==> src/rtl/clock_tod_param_if.sv <==
// Bus bundle for the time-of-day counter: control, load fields and display outputs.
// Alarm signals exist only when ALARM_EN is defined.
interface clock_tod_param_if #(
   parameter int MS_W  = 10,
   parameter int SEC_W = 6,
   parameter int MIN_W = 6,
   parameter int HR_W  = 5
);
   logic                              tick_en;
   logic                              run;
   logic                              load;
   logic [HR_W-1:0]                   load_hr;
   logic [MIN_W-1:0]                  load_min;
   logic [SEC_W-1:0]                  load_sec;
   logic [MS_W-1:0]                   load_ms;
   logic                              mode_12h;
   logic [HR_W+MIN_W+SEC_W+MS_W-1:0]  disp_time;
   logic                              pm;
   logic                              sec_pulse;
   logic                              day_wrap;
   logic                              set_err;
`ifdef ALARM_EN
   logic                              alarm_wr;
   logic [HR_W-1:0]                   alarm_hr;
   logic [MIN_W-1:0]                  alarm_min;
   logic                              alarm_arm;
   logic                              alarm_hit;

   modport master (
      output tick_en, run, load, load_hr, load_min, load_sec, load_ms, mode_12h,
      output alarm_wr, alarm_hr, alarm_min, alarm_arm,
      input  disp_time, pm, sec_pulse, day_wrap, set_err, alarm_hit
   );
   modport slave (
      input  tick_en, run, load, load_hr, load_min, load_sec, load_ms, mode_12h,
      input  alarm_wr, alarm_hr, alarm_min, alarm_arm,
      output disp_time, pm, sec_pulse, day_wrap, set_err, alarm_hit
   );
`else
   modport master (
      output tick_en, run, load, load_hr, load_min, load_sec, load_ms, mode_12h,
      input  disp_time, pm, sec_pulse, day_wrap, set_err
   );
   modport slave (
      input  tick_en, run, load, load_hr, load_min, load_sec, load_ms, mode_12h,
      output disp_time, pm, sec_pulse, day_wrap, set_err
   );
`endif
endinterface

==> src/rtl/clock_tod_param.sv <==
// Parametrised hr:min:sec:ms time-of-day counter with validated load and 12/24h display.
// Optional alarm compare is compiled in when ALARM_EN is defined.
module clock_tod_param #(
   parameter int MS_MOD  = 1000,
   parameter int SEC_MOD = 60,
   parameter int MIN_MOD = 60,
   parameter int HR_MOD  = 24,
   parameter int MS_W    = 10,
   parameter int SEC_W   = 6,
   parameter int MIN_W   = 6,
   parameter int HR_W    = 5
) (
   input  logic               kh_clk,
   input  logic               reset,
   clock_tod_param_if.slave   bus
);
   // One extra bit on the limits so a MOD of exactly 2^W still compares correctly.
   localparam logic [MS_W:0]    MS_LIM  = (MS_W+1)'(MS_MOD);
   localparam logic [SEC_W:0]   SEC_LIM = (SEC_W+1)'(SEC_MOD);
   localparam logic [MIN_W:0]   MIN_LIM = (MIN_W+1)'(MIN_MOD);
   localparam logic [HR_W:0]    HR_LIM  = (HR_W+1)'(HR_MOD);
   localparam logic [MS_W-1:0]  MS_MAX  = MS_W'(MS_MOD-1);
   localparam logic [SEC_W-1:0] SEC_MAX = SEC_W'(SEC_MOD-1);
   localparam logic [MIN_W-1:0] MIN_MAX = MIN_W'(MIN_MOD-1);
   localparam logic [HR_W-1:0]  HR_MAX  = HR_W'(HR_MOD-1);

   logic [MS_W-1:0]  ms_q,  ms_d;
   logic [SEC_W-1:0] sec_q, sec_d;
   logic [MIN_W-1:0] min_q, min_d;
   logic [HR_W-1:0]  hr_q,  hr_d;
   logic sec_pulse_q, sec_pulse_d, day_wrap_q, day_wrap_d, set_err_q, set_err_d;
   logic load_ok, advance, ms_wrap, sec_wrap, min_wrap, hr_wrap;
`ifdef ALARM_EN
   logic [HR_W-1:0]  alarm_hr_q,  alarm_hr_d;
   logic [MIN_W-1:0] alarm_min_q, alarm_min_d;
   logic             alarm_hit_q, alarm_hit_d;
   logic             alarm_ok;
`endif

   always_comb begin
      ms_d        = ms_q;
      sec_d       = sec_q;
      min_d       = min_q;
      hr_d        = hr_q;
      sec_pulse_d = 1'b0;
      day_wrap_d  = 1'b0;
      set_err_d   = 1'b0;
      load_ok     = bus.load &&
                    ({1'b0, bus.load_hr}  < HR_LIM)  && ({1'b0, bus.load_min} < MIN_LIM) &&
                    ({1'b0, bus.load_sec} < SEC_LIM) && ({1'b0, bus.load_ms}  < MS_LIM);
      advance     = bus.run && bus.tick_en && !bus.load;
      // Each wrap flag implies all lower fields wrap as well.
      ms_wrap     = (ms_q == MS_MAX);
      sec_wrap    = ms_wrap  && (sec_q == SEC_MAX);
      min_wrap    = sec_wrap && (min_q == MIN_MAX);
      hr_wrap     = min_wrap && (hr_q  == HR_MAX);
      if (load_ok) begin
         hr_d  = bus.load_hr;
         min_d = bus.load_min;
         sec_d = bus.load_sec;
         ms_d  = bus.load_ms;
      end else if (bus.load) begin
         set_err_d = 1'b1;
      end else if (advance) begin
         ms_d = ms_wrap ? '0 : ms_q + MS_W'(1);
         if (ms_wrap)  sec_d = sec_wrap ? '0 : sec_q + SEC_W'(1);
         if (sec_wrap) min_d = min_wrap ? '0 : min_q + MIN_W'(1);
         if (min_wrap) hr_d  = hr_wrap  ? '0 : hr_q  + HR_W'(1);
         sec_pulse_d = ms_wrap;
         day_wrap_d  = hr_wrap;
      end
`ifdef ALARM_EN
      alarm_hr_d  = alarm_hr_q;
      alarm_min_d = alarm_min_q;
      alarm_ok    = ({1'b0, bus.alarm_hr} < HR_LIM) && ({1'b0, bus.alarm_min} < MIN_LIM);
      if (bus.alarm_wr) begin
         if (alarm_ok) begin
            alarm_hr_d  = bus.alarm_hr;
            alarm_min_d = bus.alarm_min;
         end else begin
            set_err_d = 1'b1;
         end
      end
      alarm_hit_d = bus.alarm_arm && (load_ok || advance) &&
                    (hr_d == alarm_hr_q) && (min_d == alarm_min_q) &&
                    (sec_d == '0) && (ms_d == '0);
`endif
   end

   always_ff @(posedge kh_clk) begin
      if (reset) begin
         ms_q        <= '0;
         sec_q       <= '0;
         min_q       <= '0;
         hr_q        <= '0;
         sec_pulse_q <= 1'b0;
         day_wrap_q  <= 1'b0;
         set_err_q   <= 1'b0;
`ifdef ALARM_EN
         alarm_hr_q  <= '0;
         alarm_min_q <= '0;
         alarm_hit_q <= 1'b0;
`endif
      end else begin
         ms_q        <= ms_d;
         sec_q       <= sec_d;
         min_q       <= min_d;
         hr_q        <= hr_d;
         sec_pulse_q <= sec_pulse_d;
         day_wrap_q  <= day_wrap_d;
         set_err_q   <= set_err_d;
`ifdef ALARM_EN
         alarm_hr_q  <= alarm_hr_d;
         alarm_min_q <= alarm_min_d;
         alarm_hit_q <= alarm_hit_d;
`endif
      end
   end

   logic [HR_W-1:0] hr_disp;
   logic            pm_c;

   // 12-hour folding only makes sense for a 24-hour day; otherwise hours pass through.
   generate
      if (HR_MOD == 24) begin : g_12h
         always_comb begin
            hr_disp = hr_q;
            pm_c    = 1'b0;
            if (bus.mode_12h) begin
               if (hr_q == '0) begin
                  hr_disp = HR_W'(12);
               end else if (hr_q > HR_W'(12)) begin
                  hr_disp = hr_q - HR_W'(12);
                  pm_c    = 1'b1;
               end else if (hr_q == HR_W'(12)) begin
                  pm_c    = 1'b1;
               end
            end
         end
      end else begin : g_native
         assign hr_disp = hr_q;
         assign pm_c    = 1'b0;
      end
   endgenerate

   assign bus.disp_time = {hr_disp, min_q, sec_q, ms_q};
   assign bus.pm        = pm_c;
   assign bus.sec_pulse = sec_pulse_q;
   assign bus.day_wrap  = day_wrap_q;
   assign bus.set_err   = set_err_q;
`ifdef ALARM_EN
   assign bus.alarm_hit = alarm_hit_q;
`endif
endmodule

==> src/flat_wrapper.sv <==
// flat-port wrapper written by rule: the top's interface ports become plain ports
module clock_tod_param_flat 
#(
   parameter int MS_MOD  = 1000,
   parameter int SEC_MOD = 60,
   parameter int MIN_MOD = 60,
   parameter int HR_MOD  = 24,
   parameter int MS_W    = 10,
   parameter int SEC_W   = 6,
   parameter int MIN_W   = 6,
   parameter int HR_W    = 5
)
  (kh_clk, reset, bus_tick_en, bus_run, bus_load, bus_load_hr, bus_load_min, bus_load_sec, bus_load_ms, bus_mode_12h, bus_disp_time, bus_pm, bus_sec_pulse, bus_day_wrap, bus_set_err);
  clock_tod_param_if #(.MS_W(MS_W), .SEC_W(SEC_W), .MIN_W(MIN_W), .HR_W(HR_W)) bus_i ();
  input  logic kh_clk;
  input  logic reset;
  input wire logic [$bits(bus_i.tick_en)-1:0] bus_tick_en;
  input wire logic [$bits(bus_i.run)-1:0] bus_run;
  input wire logic [$bits(bus_i.load)-1:0] bus_load;
  input wire logic [$bits(bus_i.load_hr)-1:0] bus_load_hr;
  input wire logic [$bits(bus_i.load_min)-1:0] bus_load_min;
  input wire logic [$bits(bus_i.load_sec)-1:0] bus_load_sec;
  input wire logic [$bits(bus_i.load_ms)-1:0] bus_load_ms;
  input wire logic [$bits(bus_i.mode_12h)-1:0] bus_mode_12h;
  output wire logic [$bits(bus_i.disp_time)-1:0] bus_disp_time;
  output wire logic [$bits(bus_i.pm)-1:0] bus_pm;
  output wire logic [$bits(bus_i.sec_pulse)-1:0] bus_sec_pulse;
  output wire logic [$bits(bus_i.day_wrap)-1:0] bus_day_wrap;
  output wire logic [$bits(bus_i.set_err)-1:0] bus_set_err;
  assign bus_i.tick_en = bus_tick_en;
  assign bus_i.run = bus_run;
  assign bus_i.load = bus_load;
  assign bus_i.load_hr = bus_load_hr;
  assign bus_i.load_min = bus_load_min;
  assign bus_i.load_sec = bus_load_sec;
  assign bus_i.load_ms = bus_load_ms;
  assign bus_i.mode_12h = bus_mode_12h;
  assign bus_disp_time = bus_i.disp_time;
  assign bus_pm = bus_i.pm;
  assign bus_sec_pulse = bus_i.sec_pulse;
  assign bus_day_wrap = bus_i.day_wrap;
  assign bus_set_err = bus_i.set_err;
  clock_tod_param #(.MS_MOD(MS_MOD), .SEC_MOD(SEC_MOD), .MIN_MOD(MIN_MOD), .HR_MOD(HR_MOD), .MS_W(MS_W), .SEC_W(SEC_W), .MIN_W(MIN_W), .HR_W(HR_W)) u_core (.kh_clk(kh_clk), .reset(reset), .bus(bus_i));
endmodule
==> config.mk <==
export PLATFORM = sky130hd
export DESIGN_NAME = clock_tod_param_flat
export DESIGN_NICKNAME = d
export VERILOG_FILES = /design/src/rtl/clock_tod_param_if.sv /design/src/rtl/clock_tod_param.sv /design/src/flat_wrapper.sv
export SDC_FILE = /design/constraint.sdc
export NUM_CORES = 1
export LEC_CHECK = 0
export CORE_MARGIN = 10
export CORE_UTILIZATION = 40
export CTS_CLUSTER_DIAMETER = 100
export CTS_CLUSTER_SIZE = 25
export DETAILED_ROUTE_END_ITERATION = 10
export DONT_BUFFER_PORTS = 1
export GPL_TIMING_DRIVEN = 1
export SLEW_MARGIN = 30
export SYNTH_ARGS = -nofsm -noshare
export SYNTH_HDL_FRONTEND = slang
export SYNTH_SLANG_ARGS = --single-unit
==> constraint.sdc <==
create_clock -name kh_clk -period 2.9 [get_ports kh_clk]
set_input_delay 0.725 -clock kh_clk [delete_from_list [all_inputs] [get_ports kh_clk]]
set_output_delay 0.725 -clock kh_clk [all_outputs]
set_load 0.01 [all_outputs]
# Word level (Yosys, flattened, before mapping)

Cells that the tools add are included.

Input port bits: 33
Register bits: 30
Output and inout bits: 31

Order comparisons: 5
Add/sub/neg operators: 5
Muxes and demuxes: 27
Eq/ne operators: 6
Reductions and logical operators: 21
Bitwise gates (word level): 1

Operators by type and width:

| kind                                                                     | number |
|---|---|
| 6-bit two-way mux                                                        | 10 |
| 10-bit two-way mux                                                       | 4 |
| 5-bit two-way mux                                                        | 8 |
| 6-bit by 1-bit adder with 6-bit output (second input constant)           | 2 |
| 6-bit equality test (second input constant)                              | 2 |
| 6-bit less-than comparator (second input constant)                       | 2 |
| 10-bit by 1-bit adder with 10-bit output (second input constant)         | 1 |
| 10-bit equality test (second input constant)                             | 1 |
| 10-bit less-than comparator (second input constant)                      | 1 |
| 1-bit logical AND                                                        | 9 |
| 3-bit AND reduction                                                      | 3 |
| 2-bit nonzero test                                                       | 4 |
| 5-bit by 1-bit adder with 5-bit output (second input constant)           | 1 |
| 5-bit by 4-bit equality test with 1-bit output (second input constant)   | 1 |
| 5-bit equality test (second input constant)                              | 1 |
| 5-bit by 4-bit > comparator with 1-bit output (second input constant)    | 1 |
| 5-bit logical NOT                                                        | 1 |
| 5-bit less-than comparator (second input constant)                       | 1 |
| 1-bit two-way mux                                                        | 5 |
| 5-bit by 4-bit subtractor with 5-bit output (second input constant)      | 1 |
| 4-bit OR reduction                                                       | 1 |
| 2-bit by 1-bit inequality test with 1-bit output (second input constant) | 1 |
| 2-bit AND reduction                                                      | 1 |
| 2-bit OR reduction                                                       | 1 |
| other kinds (2)                                                          | 2 |

# Depth between registers and ports, before layout

Gate-level depths: netlist (run 1).

Depth after elaboration: 9
Mapped depth: 7
Mapped depth without buffers: 6

# Least setup slack after synthesis (run 1)

No wires, ideal clock.

Path type: input -> register
Start point: in bus_load
End point: reg u_core.hr_q[4]
Library setup time: 91 ps
Arrival: 2,236 ps
Path slack: 573 ps
Buffers on the path: 1
Cell stages on the path: 6
Cells stage by stage: nand3b_1 clkbuf_1 nor4_2 nand4_1 or3b_1 a311oi_1

Cells in the longest elaborated chain, start to end: 6

Ends and longest elaborated chain:

| what                                                                                                    | RTL line               | text |
|---|---|---|
| start, declared                                                                                         | flat_wrapper.sv:19     | `input wire logic [$bits(bus_i.load)-1:0] bus_load;` |
| 1-bit logical AND                                                                                       | clock_tod_param.sv:48  | `load_ok = bus.load &&` |
| 1-bit logical AND (2 in series)                                                                         | clock_tod_param.sv:49  | `({1'b0, bus.load_hr} < HR_LIM) && ({1'b0, bus.load_min} < MIN_LIM) &&` |
| 1-bit logical AND                                                                                       | clock_tod_param.sv:50  | `({1'b0, bus.load_sec} < SEC_LIM) && ({1'b0, bus.load_ms} < MS_LIM);` |
| 2-bit by 1-bit inequality test with 1-bit output (no source line) or 2-bit nonzero test (tied branches) | --                     |  |
| 3-bit AND reduction (no source line)                                                                    | --                     |  |
| end signal, assigned                                                                                    | clock_tod_param.sv:108 | `hr_q <= hr_d;` |
| end, declared                                                                                           | clock_tod_param.sv:30  | `logic [HR_W-1:0] hr_q, hr_d;` |

Parallel ways exist; a longest one is shown, timed or not.
A chain may end at the register's enable or synchronous reset.

# Final worst setup path (run 1)

Start point: reg u_core.hr_q[2]
End point: out bus_disp_time[25]

Cells in the longest elaborated chain, start to end: 4

Ends and longest elaborated chain:

| what                                                                                                         | RTL line                                       | text |
|---|---|---|
| 5-bit by 4-bit subtractor with 5-bit output or 5-bit by 4-bit > comparator with 1-bit output (tied branches) | clock_tod_param.sv:133, clock_tod_param.sv:132 |  |
| 5-bit two-way mux                                                                                            | clock_tod_param.sv:132                         | `end else if (hr_q > HR_W'(12)) begin` |
| 5-bit two-way mux *                                                                                          | clock_tod_param.sv:130                         | `if (hr_q == '0) begin` |
| 5-bit two-way mux *                                                                                          | clock_tod_param.sv:129                         | `if (bus.mode_12h) begin` |
| end, declared                                                                                                | flat_wrapper.sv:25                             | `output wire logic [$bits(bus_i.disp_time)-1:0] bus_disp_time;` |

Every way passes the cells marked *; elsewhere a longest branch is shown, timed or not.

==> flow_summary.toml, run 1 <==
[timing]
tightest_slew_ps = 759
max_freq_ghz = 0.403
hold_violations = 0
period_minus_slack_ps = 2480
rsz0062_at_grt = "no"
final-setup-viol-count = 0
skew_ps = 6.28
setup_tns_ps = 0
drv_slew = 0
period_share_pct = 85.6
slew_headroom_pct = 48.9

[finish]
area_growth_pct = 9.29
layout-drive-gt1-share_pct = 8.63
layout_common_cells = "31 x nor2_1, 30 x dfxtp_1, 28 x nand2_1, 14 x nand3_1, 11 x o21ai_0"
n_antenna_cell = 0
final_common_cell = "nor2_1"
nets = 295

[yosys]
syn_area_sq_mm = 0.00197
ys_seq_area_share_pct = 30.5
synth_edf_count = 0
yosysWarnings = 0
synth-seq-cells = 30
synthCells = 251
yosysUniqueCellTypes = 48
async_flop_share_pct = 0
synthFlopType = "dfxtp_1"
avgSynthCellArea_sq_um = 7.84
synth_nets = 292

[power_and_ir_drop]
p_total_uw = 1000
power_density_mw_per_mm2 = 467
leakage_uw = 0.000774
ir_drop_mv = 0.239

[clock_tree]
cts.clk_slew.worst_paths_ps = 70
cts_buffers = 5
cts_max_path_buffers = 2
ctsRootBufferMaster = "clkbuf_8"
cts_setup_buffers = 0
clk_latency_ps = 290
hold_buffers = 0
cts_tree = "yes"
cts_resized = 0
cts_htree_levels = 2
clock_sinks = 30

[drt]
drtAntennaViolNets = 0
firstDrtPassIters = 4
post_drt_wl_per_cell_microns = 18.5
drt_iter0_markers = 182
vias = 1895
drt-vias-per-instance = 5.89
drt_wl_total_mm = 5.96
route.detailed.drc = 0

[grt]
grt_pass1_wl_mm = 9.73
antenna_found_initial = 0
gr-total-overflow = 0
track_usage_pct = 14.3
grt_pass1_vias = 1834
grt_max_degree = 32

[floorplanning]
fp.dieW_microns = 90.1
start_util_pct = 41.4
die_h_microns = 90.1
num_rows = 25
coreArea_sq_mm = 0.00475
io_pins = 64
die-area_sq_mm = 0.00812

[placed_design]
gp_congestion = 0.808
portBuffers = 0
dp_hpwl_mm = 4.55

[hold_path]
hold_class = "input port to flop"

[worst_setup_path]
end_kind = "primary output"
arrival_ps = 1760
worstSetupPathType = "flop to primary output"
cp-start-kind = "flop"
crit_required_ps = 2170
crit_fanout = 7

[status]
status = "complete, no violations"

[flow_run]
cap_violations = 0
==> area by class of cell <==
cell class / instances / area [sq um]
multi-input cells: 204 / 1290
repair buffers: 8 / 60.1
well taps: 67 / 83.8
inverters: 5 / 18.8
clock inverters: 1 / 5.00
fillers: 514 / 2610
clock buffers: 7 / 86.3
flip-flops and latches: 30 / 601
==> routing by layer <==
| layer | GRT usage (%) | wire [microns] |
|---|---|---|
| met5 | 0 | 0 |
| met4 | 3.58 | 61 |
| met3 | 4.99 | 496 |
| met2 | 23.2 | 2830 |
| met1 | 17.5 | 2570 |
==> power by group <==
group	internal [uW]	switching [uW]
Sequential	444	60.1
Combinational	61.6	84.4
Clock	191	163
Total	697	308
==> Yosys cell counts, types with 5 or more instances <==
cell type	number	area [sq um]
and3_1	5	31.3
nand2_1	28	105
clkbuf_1	10	37.5
nand4_1	8	50.1
ha_1	8	100
a211oi_1	7	52.6
xnor2_1	5	43.8
nor3_1	7	35.0
a21oi_1	10	50.1
a311oi_1	10	87.6
dfxtp_1	30	601
nand3_1	14	70.1
o21ai_0	11	55.1
nor2_1	31	116
inv_1	5	18.8
==> stage by stage <==
step | std cells | utilization, % | hold slack [ps] | worst slack (ps) | instance area [sq um]
finish | 322 | 45.2 | 501 | 418 | 2150
global route | 322 | 45.2 | 495 | 248 | 2150
CTS | 322 | 45.2 | 497 | 399 | 2150
detailed placement | 314 | 43.3 | 535 | 450 | 2060
global placement | 314 | 43.3 | 529 | 511 | 2060
floorplan | 251 | - | 501 | 573 | 1970
==> kinds of logic after synthesis <==
family	after synthesis	synth area share (%)
and+or+nand+nor	130	36.4
adders and majority gates	8	5.09
xor gates and xnor gates	9	4.01
buffers and inverters	17	3.63
muxes	3	1.53
DFF	30	30.5
AOI/OAI and AO/OA	54	18.8
==> registers in the layout, indices dropped and copies added (netlist names) <==
signal / cells
u_core.ms_q: 10
u_core.sec_q: 6
u_core.bus.sec_pulse: 1
u_core.bus.day_wrap: 1
u_core.hr_q: 5
u_core.min_q: 6
u_core.bus.set_err: 1
==> critical path, cell delays in order, from the launching register on <==
cell	delay, ps
dfxtp_1	460
ha_1	270
a21oi_1	80
o21ai_0	270
nor2_1	60
o21ai_0	340
==> worst paths after layout <==
| check | startpoint | to | slack [ps] | cells after the start |
|---|---|---|---|---|
| max | u_core.hr_q[2]$_SDFFE_PP0P_ | bus_disp_time[25] | 420 | 5 |
| min | reset | u_core.ms_q[8]$_SDFFE_PP0P_ | 500 | 1 |
| max reg2reg | u_core.ms_q[1]$_SDFFE_PP0P_ | u_core.sec_q[0]$_SDFFE_PP0P_ | 480 | 7 |
| min reg2reg | u_core.hr_q[0]$_SDFFE_PP0P_ | u_core.hr_q[0]$_SDFFE_PP0P_ | 530 | 2 |
(Power assumes the default switching activity.)
==> run 2, diff against run 1 <==
--- a/config.mk
+++ b/config.mk
@@ -16,3 +16,4 @@
 export SYNTH_ARGS = -nofsm -noshare
 export SYNTH_HDL_FRONTEND = slang
 export SYNTH_SLANG_ARGS = --single-unit
+export TNS_END_PERCENT = 10
==> results of run 2 <==
Final layout, timing and power as in run 1 (identical DEF).
==> run 3, diff against run 2 <==
--- a/config.mk
+++ b/config.mk
@@ -7,12 +7,12 @@
 export LEC_CHECK = 0
 export CORE_MARGIN = 10
 export CORE_UTILIZATION = 40
+export CTS_BUF_LIST = sky130_fd_sc_hd__clkbuf_16
 export CTS_CLUSTER_DIAMETER = 100
 export CTS_CLUSTER_SIZE = 25
 export DETAILED_ROUTE_END_ITERATION = 10
 export DONT_BUFFER_PORTS = 1
 export GPL_TIMING_DRIVEN = 1
-export SLEW_MARGIN = 30
 export SYNTH_ARGS = -nofsm -noshare
 export SYNTH_HDL_FRONTEND = slang
 export SYNTH_SLANG_ARGS = --single-unit
==> flow_summary.toml, run 3 (synthesized netlist as in run 1, its figures left out) <==
[status]
status = "complete, no violations"

[clock_tree]
cts_setup_buffers = 0
clk_latency_ps = 280
ctsRootBufferMaster = "clkbuf_16"
cts.clk_slew.worst_paths_ps = 50
hold_buffers = 0
cts_resized = 0
cts_max_path_buffers = 2
clock_sinks = 30
cts_buffers = 5
cts_tree = "yes"
cts_htree_levels = 2

[power_and_ir_drop]
leakage_uw = 0.000798
p_clk_share_pct = 43.0
switchingPower_uw = 328
p_int_uw = 816
ir_drop_mv = 0.242
seq_power_share_pct = 44.2
swShare_pct = 28.7
comb_power_share_pct = 12.8
power_density_mw_per_mm2 = 521

[worst_setup_path]
worstSetupPathType = "flop to primary output"
end_kind = "primary output"
crit_path_cell_trace = "ha_1 > a21oi_1 > o21ai_0 > nor2_1 > o21ai_0"
crit_required_ps = 2170
worst_path_most_repeated_cell = "o21ai_0"
arrival_ps = 1740
cp-start-kind = "flop"
cp_slowest_stage_delay_ps = 450
slowest_stage = "dfxtp_1"
crit_fanout = 7

[timing]
max_freq_ghz = 0.405
slew_headroom_pct = 49.7
final-setup-viol-count = 0
rsz0062_at_grt = "no"
period_share_pct = 85.1
skew_ps = 3.80
period_minus_slack_ps = 2470
drv_slew = 0
layout_setup_ws_ps = 433
hold_ws_ps = 513
hold_violations = 0
setup_tns_ps = 0
tightest_slew_ps = 747

[floorplanning]
num_rows = 25
start_util_pct = 41.4
die_h_microns = 90.1
die-area_sq_mm = 0.00812
io_pins = 64
coreArea_sq_mm = 0.00475
fp.dieW_microns = 90.1

[drt]
vias = 1891
drtAntennaViolNets = 0
drt_wl_total_mm = 6.03
drt_iter0_markers = 147
firstDrtPassIters = 4
drt-vias-per-instance = 5.87
route.detailed.drc = 0
post_drt_wl_per_cell_microns = 18.7

[grt]
grt_pass1_wl_mm = 9.78
track_usage_pct = 14.5
antenna_found_initial = 0
grt_max_degree = 32
grt_pass1_vias = 1850
gr-total-overflow = 0

[finish]
top_regs = "u_core.ms_q: 10 flops, u_core.min_q: 6 flops, u_core.sec_q: 6 flops"
fin_cells = 322
largest_register_ffs = 10
final_common_cell = "nor2_1"
area_growth_pct = 11.6
regMostFlops = "u_core.ms_q"
layout_common_cells = "31 x nor2_1, 30 x dfxtp_1, 28 x nand2_1, 14 x nand3_1, 11 x o21ai_0"
layout-drive-gt1-share_pct = 8.24
nets = 295
n_antenna_cell = 0

[placed_design]
place_ws_ps = 450
portBuffers = 0
gp_congestion = 0.808
dp_hpwl_mm = 4.55
placed_cells = 314

[flow_run]
cap_violations = 0

[hold_path]
hold_class = "input port to flop"
## run 3: cell count changes in the layout (fill, tap and decap cells not counted)
cell,previous run,this run
inv_1,5,6
clkinv_1,0,1
clkbuf_16,0,5
clkbuf_8,6,0
clkbuf_1,1,0
## run 3: path summary, 6_finish.rpt
check / startpoint / endpoint / slack (ps) / cells past startpoint
setup / recovery: u_core.hr_q[2]$_SDFFE_PP0P_ / bus_disp_time[25] / 430 / 5
hold / removal: reset / u_core.min_q[0]$_SDFFE_PP0P_ / 510 / 1
setup reg to reg: u_core.ms_q[1]$_SDFFE_PP0P_ / u_core.sec_q[0]$_SDFFE_PP0P_ / 470 / 7
hold reg to reg: u_core.hr_q[0]$_SDFFE_PP0P_ / u_core.hr_q[0]$_SDFFE_PP0P_ / 530 / 2
## run 3: critical path: cells and delay by family, from the launching register on
kind	cells	cell delay (ps)
compound gates	3	690
fa+ha+maj	1	260
flops	1	450
simple gates	1	60
## run 3: layout make-up
cell class	instances	area, sq um
repair buffers	8	60.1
flip-flops and latches	30	601
clock inverters	3	12.5
multi-input cells	204	1290
fillers	503	2560
clock buffers	5	125
inverters	5	18.8
well taps	67	83.8
## run 3: power groups by stage
| stage | clock network (uW) | logic [uW] | registers [uW] |
|---|---|---|---|
| 4_1_cts | 501 | 147 | 506 |
| 3_5_place_dp | 0 | 147 | 514 |
| 6_report | 492 | 146 | 505 |
| 2_1_floorplan | 0 | 120 | 500 |
| 5_1_grt | 518 | 165 | 512 |
| 3_3_place_gp | 0 | 146 | 514 |
## run 3: layer usage
layer  up-vias  global-route usage, %  share of wire [%]
li1        946                      -                  -
met1       873                   17.4                 43
met4         0                   4.11                1.0
met2        66                   23.4                 47
met5         -                      0                  0
met3         6                   5.74                8.4
## run 3: per-stage QoR
stage	power [uW]	cell area, sq um	util, %
5_1_grt	1200	2200	46.2
3_3_place_gp	661	2060	43.3
3_5_place_dp	661	2060	43.3
2_1_floorplan	619	1970	-
6_report	1140	2200	46.2
4_1_cts	1150	2200	46.2
